==> config.mk <==
export PLATFORM = sky130hd
export DESIGN_NAME = snake_move_flat
export DESIGN_NICKNAME = d
export VERILOG_FILES = /design/src/rtl/snake_move_if.sv /design/src/rtl/snake_move.sv /design/src/flat_wrapper.sv
export SDC_FILE = /design/constraint.sdc
export NUM_CORES = 1
export LEC_CHECK = 0
export CAP_MARGIN = 40
export CORE_MARGIN = 5
export CORE_UTILIZATION = 38
export DETAILED_ROUTE_END_ITERATION = 8
export PLACE_DENSITY = 0.89
export SLEW_MARGIN = 20
export SYNTH_ARGS = -nofsm -noshare
export SYNTH_HDL_FRONTEND = slang
export SYNTH_SLANG_ARGS = --single-unit
==> constraint.sdc <==
create_clock -name clk -period 2.3 [get_ports clk]
set_input_delay 0.69 -clock clk [delete_from_list [all_inputs] [get_ports clk]]
set_output_delay 0.69 -clock clk [all_outputs]
set_load 0.02 [all_outputs]
==> src/rtl/snake_move_if.sv <==
// Bus between the snake movement block and the game logic: control inputs and
// the snake's head, body and status outputs.
interface snake_move_if;
  localparam int unsigned BTN_W  = 4;
  localparam int unsigned SEG_W  = 40;
  localparam int unsigned BODY_W = 200;
  localparam int unsigned LEN_W  = 3;

  logic              start;
  logic              tick;
  logic [BTN_W-1:0]  dir_btn;
  logic              grow;
  logic              isOver;
  logic [SEG_W-1:0]  head;
  logic [BODY_W-1:0] body;
  logic [LEN_W-1:0]  length;
  logic              update;
  logic              running;

  // Game-side view: drives controls, observes the snake.
  modport master (
    output start, tick, dir_btn, grow, isOver,
    input  head, body, length, update, running
  );

  // Snake-side view.
  modport slave (
    input  start, tick, dir_btn, grow, isOver,
    output head, body, length, update, running
  );
endinterface

==> src/rtl/snake_move.sv <==
// Snake movement engine: holds the head position and up to five trailing body
// segments, steps 16 px per tick in the latched direction, grows on food.
module snake_move (
  input  logic        clk,
  input  logic        rst_n,
  snake_move_if.slave bus
);
  localparam int unsigned CW    = 10;
  localparam int unsigned SEG_W = 40;
  localparam int unsigned NSEG  = 5;
  localparam int unsigned LW    = 3;
  localparam int unsigned PAD_W = SEG_W - 2 * CW;

  localparam logic [CW-1:0]    STEP        = CW'(16);
  localparam logic [CW-1:0]    X_MAX       = CW'(608);
  localparam logic [CW-1:0]    Y_MAX       = CW'(448);
  localparam logic [CW-1:0]    X_INIT      = CW'(304);
  localparam logic [CW-1:0]    Y_INIT      = CW'(224);
  localparam logic [CW-1:0]    SEG0_X_INIT = CW'(288);
  localparam logic [SEG_W-1:0] SEG_NONE    = '1;
  localparam logic [LW-1:0]    LEN_INIT    = LW'(1);
  localparam logic [LW-1:0]    LEN_MAX     = LW'(NSEG);

  typedef enum logic [1:0] {IDLE, RUN, DEAD} state_e;
  // Encoding pairs opposites so that bit 0 flip gives the reverse direction.
  typedef enum logic [1:0] {DIR_UP, DIR_DOWN, DIR_LEFT, DIR_RIGHT} dir_e;

  // Element NSEG-1 is seg0 (nearest the head), element 0 is seg4.
  typedef logic [NSEG-1:0][SEG_W-1:0] body_t;

  localparam body_t BODY_INIT = {PAD_W'(0), SEG0_X_INIT, Y_INIT, {(NSEG-1){SEG_NONE}}};

  state_e            state_q, state_d;
  dir_e              cur_dir_q, cur_dir_d;
  dir_e              next_dir_q, next_dir_d;
  logic [CW-1:0]     hx_q, hx_d;
  logic [CW-1:0]     hy_q, hy_d;
  body_t             body_q, body_d;
  logic [LW-1:0]     length_q, length_d;
  logic              grow_pend_q, grow_pend_d;
  logic              update_q, update_d;
  logic              running_q, running_d;

  dir_e              btn_dir_c;
  logic              btn_any_c;

  // Highest-priority pressed button: up > down > left > right.
  always_comb begin
    btn_any_c = |bus.dir_btn;
    btn_dir_c = DIR_RIGHT;
    if (bus.dir_btn[3])      btn_dir_c = DIR_UP;
    else if (bus.dir_btn[2]) btn_dir_c = DIR_DOWN;
    else if (bus.dir_btn[1]) btn_dir_c = DIR_LEFT;
  end

  // Next-state: game FSM, direction latch, move/grow and output pulses.
  always_comb begin
    state_d     = state_q;
    cur_dir_d   = cur_dir_q;
    next_dir_d  = next_dir_q;
    hx_d        = hx_q;
    hy_d        = hy_q;
    body_d      = body_q;
    length_d    = length_q;
    grow_pend_d = grow_pend_q;
    update_d    = 1'b0;

    if (btn_any_c && (btn_dir_c != dir_e'(cur_dir_q ^ 2'b01))) begin
      next_dir_d = btn_dir_c;
    end

    unique case (state_q)
      IDLE, DEAD: begin
        if (bus.start) begin
          state_d     = RUN;
          cur_dir_d   = DIR_RIGHT;
          next_dir_d  = DIR_RIGHT;
          hx_d        = X_INIT;
          hy_d        = Y_INIT;
          body_d      = BODY_INIT;
          length_d    = LEN_INIT;
          grow_pend_d = 1'b0;
        end
      end
      RUN: begin
        if (bus.isOver) begin
          state_d = DEAD;
        end else if (bus.tick) begin
          cur_dir_d = next_dir_q;
          unique case (next_dir_q)
            DIR_UP:    hy_d = (hy_q < STEP) ? '0 : hy_q - STEP;
            DIR_DOWN:  hy_d = (hy_q > Y_MAX - STEP) ? Y_MAX : hy_q + STEP;
            DIR_LEFT:  hx_d = (hx_q < STEP) ? '0 : hx_q - STEP;
            DIR_RIGHT: hx_d = (hx_q > X_MAX - STEP) ? X_MAX : hx_q + STEP;
            default:   hx_d = hx_q;
          endcase
          if ((grow_pend_q || bus.grow) && (length_q < LEN_MAX)) begin
            length_d = length_q + LW'(1);
          end
          body_d = {PAD_W'(0), hx_q, hy_q, body_q[NSEG-1:1]};
          for (int unsigned j = 0; j < NSEG; j++) begin
            if (LW'(NSEG - 1 - j) >= length_d) begin
              body_d[j] = SEG_NONE;
            end
          end
          grow_pend_d = 1'b0;
          update_d    = 1'b1;
        end else if (bus.grow) begin
          grow_pend_d = 1'b1;
        end
      end
      default: state_d = IDLE;
    endcase

    running_d = (state_d == RUN);
  end

  // State and output registers; reset loads the initial snake.
  always_ff @(posedge clk or negedge rst_n) begin
    if (!rst_n) begin
      state_q     <= IDLE;
      cur_dir_q   <= DIR_RIGHT;
      next_dir_q  <= DIR_RIGHT;
      hx_q        <= X_INIT;
      hy_q        <= Y_INIT;
      body_q      <= BODY_INIT;
      length_q    <= LEN_INIT;
      grow_pend_q <= 1'b0;
      update_q    <= 1'b0;
      running_q   <= 1'b0;
    end else begin
      state_q     <= state_d;
      cur_dir_q   <= cur_dir_d;
      next_dir_q  <= next_dir_d;
      hx_q        <= hx_d;
      hy_q        <= hy_d;
      body_q      <= body_d;
      length_q    <= length_d;
      grow_pend_q <= grow_pend_d;
      update_q    <= update_d;
      running_q   <= running_d;
    end
  end

  assign bus.head    = {PAD_W'(0), hx_q, hy_q};
  assign bus.body    = body_q;
  assign bus.length  = length_q;
  assign bus.update  = update_q;
  assign bus.running = running_q;
endmodule
==> src/flat_wrapper.sv <==
// flat-port wrapper written by rule: the top's interface ports become plain ports
module snake_move_flat 
  (clk, rst_n, bus_start, bus_tick, bus_dir_btn, bus_grow, bus_isOver, bus_head, bus_body, bus_length, bus_update, bus_running);
  snake_move_if bus_i ();
  input  logic clk;
  input  logic rst_n;
  input wire logic [$bits(bus_i.start)-1:0] bus_start;
  input wire logic [$bits(bus_i.tick)-1:0] bus_tick;
  input wire logic [$bits(bus_i.dir_btn)-1:0] bus_dir_btn;
  input wire logic [$bits(bus_i.grow)-1:0] bus_grow;
  input wire logic [$bits(bus_i.isOver)-1:0] bus_isOver;
  output wire logic [$bits(bus_i.head)-1:0] bus_head;
  output wire logic [$bits(bus_i.body)-1:0] bus_body;
  output wire logic [$bits(bus_i.length)-1:0] bus_length;
  output wire logic [$bits(bus_i.update)-1:0] bus_update;
  output wire logic [$bits(bus_i.running)-1:0] bus_running;
  assign bus_i.start = bus_start;
  assign bus_i.tick = bus_tick;
  assign bus_i.dir_btn = bus_dir_btn;
  assign bus_i.grow = bus_grow;
  assign bus_i.isOver = bus_isOver;
  assign bus_head = bus_i.head;
  assign bus_body = bus_i.body;
  assign bus_length = bus_i.length;
  assign bus_update = bus_i.update;
  assign bus_running = bus_i.running;
  snake_move u_core (.clk(clk), .rst_n(rst_n), .bus(bus_i));
endmodule
# After elaboration in Yosys (flattened, before gate mapping)
# Cells that the tools add are included.
[word_totals]
output_inout_bits = 245
register_bits = 232
input_bits = 10
[op_classes]
mux = 52
n_bitwise = 1
n_lt_le_gt_ge = 10
reduce_logical = 12
n_eq_ne = 13
n_addsub = 5
[op_table]
columns = ["operator", "n"]
rows = [
  ["200-bit two-way mux", 3],
  ["200-bit case mux with 2 select lines", 1],
  ["40-bit two-way mux", 5],
  ["10-bit two-way mux", 10],
  ["10-bit case mux with 2 select lines", 4],
  ["3-bit two-way mux", 7],
  ["10-bit by 5-bit adder with 10-bit output, second input constant", 2],
  ["10-bit by 5-bit < comparator with 1-bit output, second input constant", 2],
  ["2-bit two-way mux", 10],
  ["10-bit by 5-bit subtractor with 10-bit output, second input constant", 2],
  ["10-bit > comparator, second input constant", 1],
  ["10-bit by 9-bit > comparator with 1-bit output, second input constant", 1],
  ["5-bit AND reduction", 2],
  ["3-bit != test, second input constant", 3],
  ["1-bit two-way mux", 8],
  ["2-bit case mux with 2 select lines", 2],
  ["4-bit AND reduction", 2],
  ["2-bit by 1-bit == test with 1-bit output, second input constant", 3],
  ["2-bit == test, second input constant", 3],
  ["1-bit by 3-bit >= comparator with 1-bit output, first input constant", 2],
  ["2-bit by 3-bit >= comparator with 1-bit output, first input constant", 2],
  ["2-bit != test, second input constant", 3],
  ["3-bit case mux with 2 select lines", 1],
  ["2-bit zero test", 2],
  ["11 further kinds", 12],
]

# Logic depth before layout (Yosys ltp)
# Gate-level depths: netlist (run 1).
[logic_depth]
word_depth = 11
ltp_mapped = 9
depth_no_buf = 7

# Worst setup path before layout (run 1)
# No wires, ideal clock.
[synth_timing]
path_kind = "register to register"
startpoint = "register u_core.length_q[0], in the netlist u_core.bus.length[0]"
endpoint = "register u_core.body_q (netlist bit u_core.bus.body[38])"
synth_period_minus_slack_ps = 2216
stages_incl_launch_ff = 10
path_buffers = 3
setup_time_ps = 80
slack_ps = 84
arrival_ps = 2136
cell_sequence = "dfstp_2 ha_1 o21ai_2 mux2i_1 or2_1 buf_6 or3_4 buf_6 buf_6 o22a_1"
[synth_via]
elab_chain_cells = 11
[synth_lines]
columns = ["item", "line", "rtl"]
rows = [
  ["from (decl)", "snake_move.sv:39", "logic [LW-1:0] length_q, length_d;"],
  ["from (signal assigned)", "snake_move.sv:138", "length_q <= length_d;"],
  ["3-bit < comparator", "snake_move.sv:97", "if ((grow_pend_q || bus.grow) && (length_q < LEN_MAX)) begin"],
  ["1-bit logical AND", "snake_move.sv:97", ""],
  ["3-bit two-way mux *", "snake_move.sv:97", ""],
  ["3-bit two-way mux *", "snake_move.sv:88", "end else if (bus.tick) begin"],
  ["3-bit two-way mux *", "snake_move.sv:86", "if (bus.isOver) begin"],
  ["3-bit two-way mux *", "snake_move.sv:72", "unique case (state_q)"],
  ["3-bit >= comparator *", "snake_move.sv:102", "if (LW'(NSEG - 1 - j) >= length_d) begin"],
  ["40-bit two-way mux *", "snake_move.sv:102", ""],
  ["200-bit two-way mux *", "snake_move.sv:88", ""],
  ["200-bit two-way mux *", "snake_move.sv:86", ""],
  ["200-bit case mux with 2 select lines *", "snake_move.sv:72", ""],
  ["to (signal assigned)", "snake_move.sv:137", "body_q <= body_d;"],
  ["to (decl)", "snake_move.sv:38", "body_t body_q, body_d;"],
]
# Mark *: on every way between the ends. The rest lies on a longest branch, timed or not. The select of a mux whose other input is x is not followed.
# A chain may end at the register's enable or synchronous reset.

# Final worst setup path (run 1)
[layout_timing]
startpoint = "register u_core.body_q (netlist bit u_core.bus.body[93])"
endpoint = "output bus_body[93]"
[layout_rtl]
columns = ["item", "line", "rtl"]
rows = [
  ["to (decl)", "flat_wrapper.sv:13", "output wire logic [$bits(bus_i.body)-1:0] bus_body;"],
]
# No word-level cell between the ends.

==> qor.tcl, run 1 <==
set qor(floorplan.initialDensity_pct) 38.5
set qor(cells_after_synthesis) 540
set qor(ctsRootBufferMaster) {clkbuf_16}
set qor(final.setup_skew_ps) 12.2
set qor(viasPerCell) 4.92
set qor(first_global_vias) 3976
set qor(fin_total_pwr_mw) 5.69
set qor(antenna_left) 0
set qor(worstPathArrival_ps) 1560
set qor(antennaDiodeCount) 0
set qor(finalCriticalPeriod_ps) 2250
set qor(setup_viol) 0
set qor(net-switching-power_mw) 1.99
set qor(synth_area_um2) 5570
set qor(detailroute.wirelength.met2_um) 7670
set qor(antenna_found_initial) 0
set qor(power.share.combinational_pct) 33.9
set qor(tritoncts) {yes}
set qor(p_int_mw) 3.69
set qor(swShare_pct) 35.0
set qor(clock_slew_at_the_register_clock_pins_of_the_worst_setup_and_hold_paths_ps) 70
set qor(clock_power_share_pct) 26.6
set qor(design.core.area_um2) 14500
set qor(track_usage_pct) 16.0
set qor(postSynth.asyncResetShare_pct) 100
set qor(yosys_register_bits) 99
set qor(seqPwrFrac_pct) 39.5
set qor(worst-path-max-fanout) 6
set qor(type_of_the_worst_setup_path) {reg -> out}
set qor(num-nets-final) 683
set qor(chip_height_um) 131
set qor(drt_iter0_drc) 240
set qor(wl_per_cell_um) 17.0
set qor(crit_path_top_delay_cell) {clkdlybuf4s50_1}
set qor(routabilityCongestion) 0.864
set qor(routed-wl-met3_um) 1140
set qor(timing.critical_path.to_type) {output port}
set qor(ys_types) 53
set qor(vdd.ir_drop.worst_v) 0.000343
set qor(postLayoutCellArea_um2) 7510
set qor(clock_sink_count) 99
set qor(std_cell_rows) 44
set qor(dieArea_um2) 17200
set qor(data_required_time_of_the_critical_path_ps) 1610
set qor(gr-total-overflow) 0
set qor(io_pins) 255
set qor(final_hold_viol_count) 0
set qor(cts-hold-fix-buffers) 0
set qor(crit_chain) {clkdlybuf4s50_1}
set qor(dp_hpwl_um) 11100
set qor(startpoint_type) {flip-flop}
set qor(layout.cells.most_common) {clkdlybuf4s50_1}
set qor(grt_setup_unrepaired) {false}
set qor(ctsLongestPathBuffers) 2
set qor(numCtsBuffers) 9
set qor(grt_first_pass_wirelength_um) 21800
set qor(seq_area_frac_synth_pct) 46.2
set qor(final_max_slew_viol_count) 0
set qor(sum_of_routed_wire_length_over_all_layers_um) 14600
set qor(drt-met1-wl_um) 5640
set qor(status) {finished clean}
set qor(kind_of_path_behind_the_tightest_hold_check) {in -> async}
set qor(dr_total_vias) 4206
set qor(drc) 0
set qor(routed.top_layer) {met4}
set qor(detailed_place.area_um2) 7280
set qor(clock_tree.htree_level_count) 3
set qor(clock_insertion_delay_worst_skew_ps) 340
set qor(dieWidth_um) 131
set qor(slew_headroom_pct) 64.5
set qor(area_delta_synth_final_pct) 34.9
set qor(ys_dominant_reg_cell) {dfstp_2}
set qor(critical_path.max_stage_delay_ps) 630
set qor(port-buffer-count) 226
set qor(synth-edff-count) 0
set qor(firstDrtPassIters) 4
set qor(grt_max_degree) 47
set qor(dominant_delay_contributor_by_cell_family_on_the_critical_path) {buffers and inverters}
set qor(buffers_and_inverters_on_the_worst_path) 1
set qor(max_slew.worst_pin.slew_ps) 531
set qor(drive_above_1_share_pct) 21.3
set qor(drv.max_cap_violation_count) 0
set qor(cellLeakagePower_nw) 2.93
set qor(synth.avg_cell_area_um2) 10.3
set qor(yosys_warnings) 0
set qor(max_clk_rate_ghz) 0.444
set qor(powerDensity_nw_per_um2) 757
set qor(final.period_utilization_pct) 97.9
set qor(commonest_cells_after_routing_fill_and_taps_aside) {138 x clkdlybuf4s50_1, 83 x dlygate4sd2_1, 73 x dfstp_2, 67 x o22a_1, 34 x buf_4}
[stage by stage]
step	instances	TNS, ps	setup slack [ps]	hold slack [ps]	util [%]
finish	855	0	48.7	346	51.9
floorplan	567	0	84.4	394	-
detailed placement	839	-12470	-218	515	50.3
global route	855	0	0.118	374	51.9
global placement	839	-9090	-162	510	50.3
CTS	855	0	1.57	344	51.7
[path summary, 6_finish.rpt]
check	cells past startpoint	from	slack, ps	end
setup / recovery	1	u_core.bus.body[93]	50	bus_body[93]
hold / removal	1	rst_n	350	u_core.bus.body[163]
setup reg to reg	7	u_core.hy_q[4]	220	u_core.hy_q[5]
hold reg to reg	1	u_core.bus.body[128]	520	u_core.bus.body[88]
max in group asynchronous	2	rst_n	1290	u_core.bus.body[46]
min in group clk	1	u_core.bus.body[128]	520	u_core.bus.body[88]
[layer usage]
layer | track usage (%) | vias to the layer above
li1 | - | 1973
met1 | 19.5 | 2056
met2 | 28.7 | 166
met3 | 3.17 | 11
met4 | 4.72 | 0
met5 | 0 | -
[sequential cells by signal, indices dropped and copies added (netlist names), 2 cells and up]
register / cells
u_core.cur_dir_q: 2
u_core.bus.body: 75
u_core.state_q: 2
u_core.bus.length: 3
u_core.next_dir_q: 2
u_core.hx_q: 6
u_core.hy_q: 6
[area by class of cell]
cell class                 instances  area, um2
clock buffer                      11        233
multi-input combinational        275       1790
inverter                          15       56.3
tap                              184        230
sequential                        99       2590
timing repair buffer             266       2550
clock inverter                     5       61.3
fill                            1315       6970
[synthesized netlist by cell type, types with 11 or more instances]
cell type | instances | area, um2
buf_4 | 153 | 1150
dfstp_2 | 76 | 2000
o22a_1 | 67 | 587
nand2_1 | 33 | 124
dfrtp_1 | 23 | 576
nor2_1 | 19 | 71.3
clkbuf_1 | 17 | 63.8
inv_1 | 15 | 56.3
nand3_1 | 15 | 75.1
o21ai_0 | 15 | 75.1
a21oi_1 | 14 | 70.1
nor3_1 | 11 | 55.1
[power groups by stage]
| stage | combinational, mW | clock, mW | sequential [mW] |
|---|---|---|---|
| floorplan | 1.15 | 0 | 2.34 |
| global placement | 1.98 | 0 | 2.26 |
| detailed placement | 2.02 | 0 | 2.27 |
| CTS | 1.94 | 1.54 | 2.24 |
| global route | 2.05 | 1.62 | 2.29 |
| finish | 1.93 | 1.51 | 2.25 |
[timing repair]
item | CTS | global route
endpoints found under the setup margin | 103 | 26
setup buffers | 0 | 0
pin swaps | 0 | 0
gates resized for setup | 87 | 6
[logic make-up (layout without fill, tap and decap cells)]
group	count (synthesis)	in the layout	share of synthesized area, %
multiplexers	2	2	0.382
flip-flops	99	99	46.2
AND/OR/NAND/NOR	100	100	8.72
adder cells (fa/ha/maj)	7	7	1.57
other	1	28	0.0674
buffers and inverters	193	297	23.8
XOR/XNOR	4	4	0.629
AO/OA/AOI/OAI	134	134	18.6
No activity file was read; power rests on OpenSTA's default activity.
==> run 2, diff against run 1 <==
Settings changed: CTS_CLUSTER_DIAMETER from default to 200, MAX_ROUTING_LAYER from default to met4.
==> qor.tcl, run 2 (same netlist as run 1, synthesis figures left out) <==
set qor(num-nets-final) 683 ;# unchanged
set qor(vdd.ir_drop.worst_v) 0.000345 ;# was 0.000343 V
set qor(worst_setup_slack_after_layout_ps) 47.6 ;# was 48.7 ps
set qor(worst-r2r-setup-slack_ps) 210 ;# was 220 ps
set qor(viasPerCell) 4.94 ;# was 4.92
set qor(critical_path.endpoint) {bus_body[93]} ;# unchanged
set qor(chip_height_um) 131 ;# unchanged
set qor(first_global_vias) 3976 ;# unchanged
set qor(floorplan.initialDensity_pct) 38.5 ;# unchanged
set qor(place.detailed.instances) 839 ;# unchanged
set qor(post-cts-setup-buffers) 0 ;# unchanged
set qor(worstPathArrival_ps) 1560 ;# about the same
set qor(cellLeakagePower_nw) 2.93 ;# unchanged
set qor(startpoint) {u_core.bus.body[93]} ;# unchanged
set qor(kind_of_path_behind_the_tightest_hold_check) {in -> async} ;# unchanged
set qor(dieWidth_um) 131 ;# unchanged
set qor(type_of_the_worst_setup_path) {reg -> out} ;# unchanged
set qor(drv.max_cap_violation_count) 0 ;# unchanged
set qor(clock_slew_at_the_register_clock_pins_of_the_worst_setup_and_hold_paths_ps) 70 ;# about the same
set qor(worst-path-max-fanout) 6 ;# unchanged
set qor(clock_sink_count) 99 ;# unchanged
set qor(io_pins) 255 ;# unchanged
set qor(max_clk_rate_ghz) 0.444 ;# about the same
set qor(tritoncts) {yes} ;# unchanged
set qor(sum_of_routed_wire_length_over_all_layers_um) 14600 ;# about the same
set qor(firstDrtPassIters) 5 ;# was 4
set qor(max_slew.worst_pin.slew_ps) 533 ;# was 531 ps
set qor(crit_chain) {clkdlybuf4s50_1} ;# unchanged
set qor(drive_above_1_share_pct) 21.3 ;# unchanged
set qor(final.setup.tns_ps) 0 ;# unchanged
set qor(clock_tree.htree_level_count) 3 ;# unchanged
set qor(antennaDiodeCount) 0 ;# unchanged
set qor(largest_register_ffs) 75 ;# unchanged
set qor(fin_total_pwr_mw) 5.69 ;# about the same
set qor(std_cell_rows) 44 ;# unchanged
set qor(slew_headroom_pct) 64.4 ;# was 64.5%
set qor(ctsLongestPathBuffers) 2 ;# unchanged
set qor(antenna_left) 0 ;# unchanged
set qor(grt_setup_unrepaired) {false} ;# unchanged
set qor(final_max_slew_viol_count) 0 ;# unchanged
set qor(dieArea_um2) 17200 ;# unchanged
set qor(setup_viol) 0 ;# unchanged
set qor(crit_path_top_delay_cell) {clkdlybuf4s50_1} ;# unchanged
set qor(worstRegToRegCells) 7 ;# unchanged
set qor(crit_cells) 1 ;# unchanged
set qor(powerDensity_nw_per_um2) 757 ;# about the same
set qor(ctsRootBufferMaster) {clkbuf_16} ;# unchanged
set qor(track_usage_pct) 16.5 ;# was 16.0%
set qor(final_core_util_pct) 51.9 ;# unchanged
set qor(area_delta_synth_final_pct) 34.9 ;# unchanged
set qor(grt_max_degree) 47 ;# unchanged
set qor(cts-hold-fix-buffers) 0 ;# unchanged
set qor(antenna_found_initial) 0 ;# unchanged
set qor(routabilityCongestion) 0.878 ;# was 0.864
set qor(status) {finished clean} ;# unchanged
set qor(critical_path.max_stage_delay_ps) 630 ;# about the same
set qor(drc) 0 ;# unchanged
set qor(gr-total-overflow) 0 ;# unchanged
set qor(worst_hold_slack_ps) 343 ;# was 346 ps
set qor(commonest_cells_after_routing_fill_and_taps_aside) {138 x clkdlybuf4s50_1, 83 x dlygate4sd2_1, 73 x dfstp_2, 67 x o22a_1, 34 x buf_4} ;# unchanged
set qor(fill_cells) 1315 ;# unchanged
set qor(design.core.area_um2) 14500 ;# unchanged
set qor(stdcell_count) 855 ;# unchanged
set qor(buffers_and_inverters_on_the_worst_path) 1 ;# unchanged
set qor(dominant_delay_contributor_by_cell_family_on_the_critical_path) {buffers and inverters} ;# unchanged
set qor(finalCriticalPeriod_ps) 2250 ;# about the same
set qor(grt_first_pass_wirelength_um) 21800 ;# about the same
set qor(critical_path.reg2reg.endpoint) {u_core.hy_q[5]} ;# unchanged
set qor(data_required_time_of_the_critical_path_ps) 1610 ;# about the same
set qor(final.period_utilization_pct) 97.9 ;# about the same
set qor(wl_per_cell_um) 17.0 ;# about the same
set qor(postLayoutCellArea_um2) 7510 ;# unchanged
set qor(dp_hpwl_um) 11100 ;# unchanged
set qor(detailed_place.area_um2) 7280 ;# unchanged
set qor(drt_iter0_drc) 235 ;# was 240
set qor(rr_startpoint) {u_core.hy_q[4]} ;# unchanged
set qor(final.setup_skew_ps) 13.4 ;# was 12.2 ps
set qor(timing.critical_path.to_type) {output port} ;# unchanged
set qor(final_hold_viol_count) 0 ;# unchanged
set qor(port-buffer-count) 226 ;# unchanged
set qor(numCtsBuffers) 9 ;# unchanged
set qor(dr_total_vias) 4227 ;# was 4206
set qor(place_ws_ps) -218 ;# unchanged
set qor(startpoint_type) {flip-flop} ;# unchanged
set qor(layout.cells.most_common) {clkdlybuf4s50_1} ;# unchanged
set qor(clock_insertion_delay_worst_skew_ps) 340 ;# about the same
[run 2: how the worst min path moves through the flow]
stage	from	endpoint	depth (start not counted)
3_3_place_gp	u_core.bus.body[54]	u_core.bus.body[54]	1
4_1_cts	rst_n	u_core.bus.body[163]	1
3_5_place_dp	u_core.bus.body[128]	u_core.bus.body[88]	1
2_1_floorplan	rst_n	u_core.bus.body[163]	0
6_report	rst_n	u_core.bus.body[163]	1
5_1_grt	rst_n	u_core.bus.body[163]	1
[run 2: layout make-up]
| type | instances | area [um2] | share of cell area, % |
|---|---|---|---|
| inverters | 15 | 56.3 | 0.750 |
| well taps | 184 | 230 | 3.06 |
| clock buffers | 11 | 233 | 3.10 |
| repair buffers | 266 | 2550 | 34.0 |
| clock inverters | 5 | 61.3 | 0.816 |
| multi-input cells | 275 | 1790 | 23.8 |
| flip-flops and latches | 99 | 2590 | 34.4 |
[run 2: routing by layer]
metal / vias up / track usage, % / share of wire [%]
li1: 1975 / - / -
met1: 2065 / 19.6 / 39
met2: 172 / 28.7 / 53
met3: 15 / 2.89 / 7.9
met4: 0 / 4.72 / 0.93
met5: - / - / 0
[run 2: power breakdown]
part           internal, mW  leakage, nW  switching [mW]
combinational         0.860         1.68            1.07
sequential             1.98         1.11           0.265
clock                 0.853        0.144           0.662
[run 2: what timing repair did]
action,CTS,global route
gates resized for setup,87,6
gates cloned,0,0
setup endpoints to repair,103,26
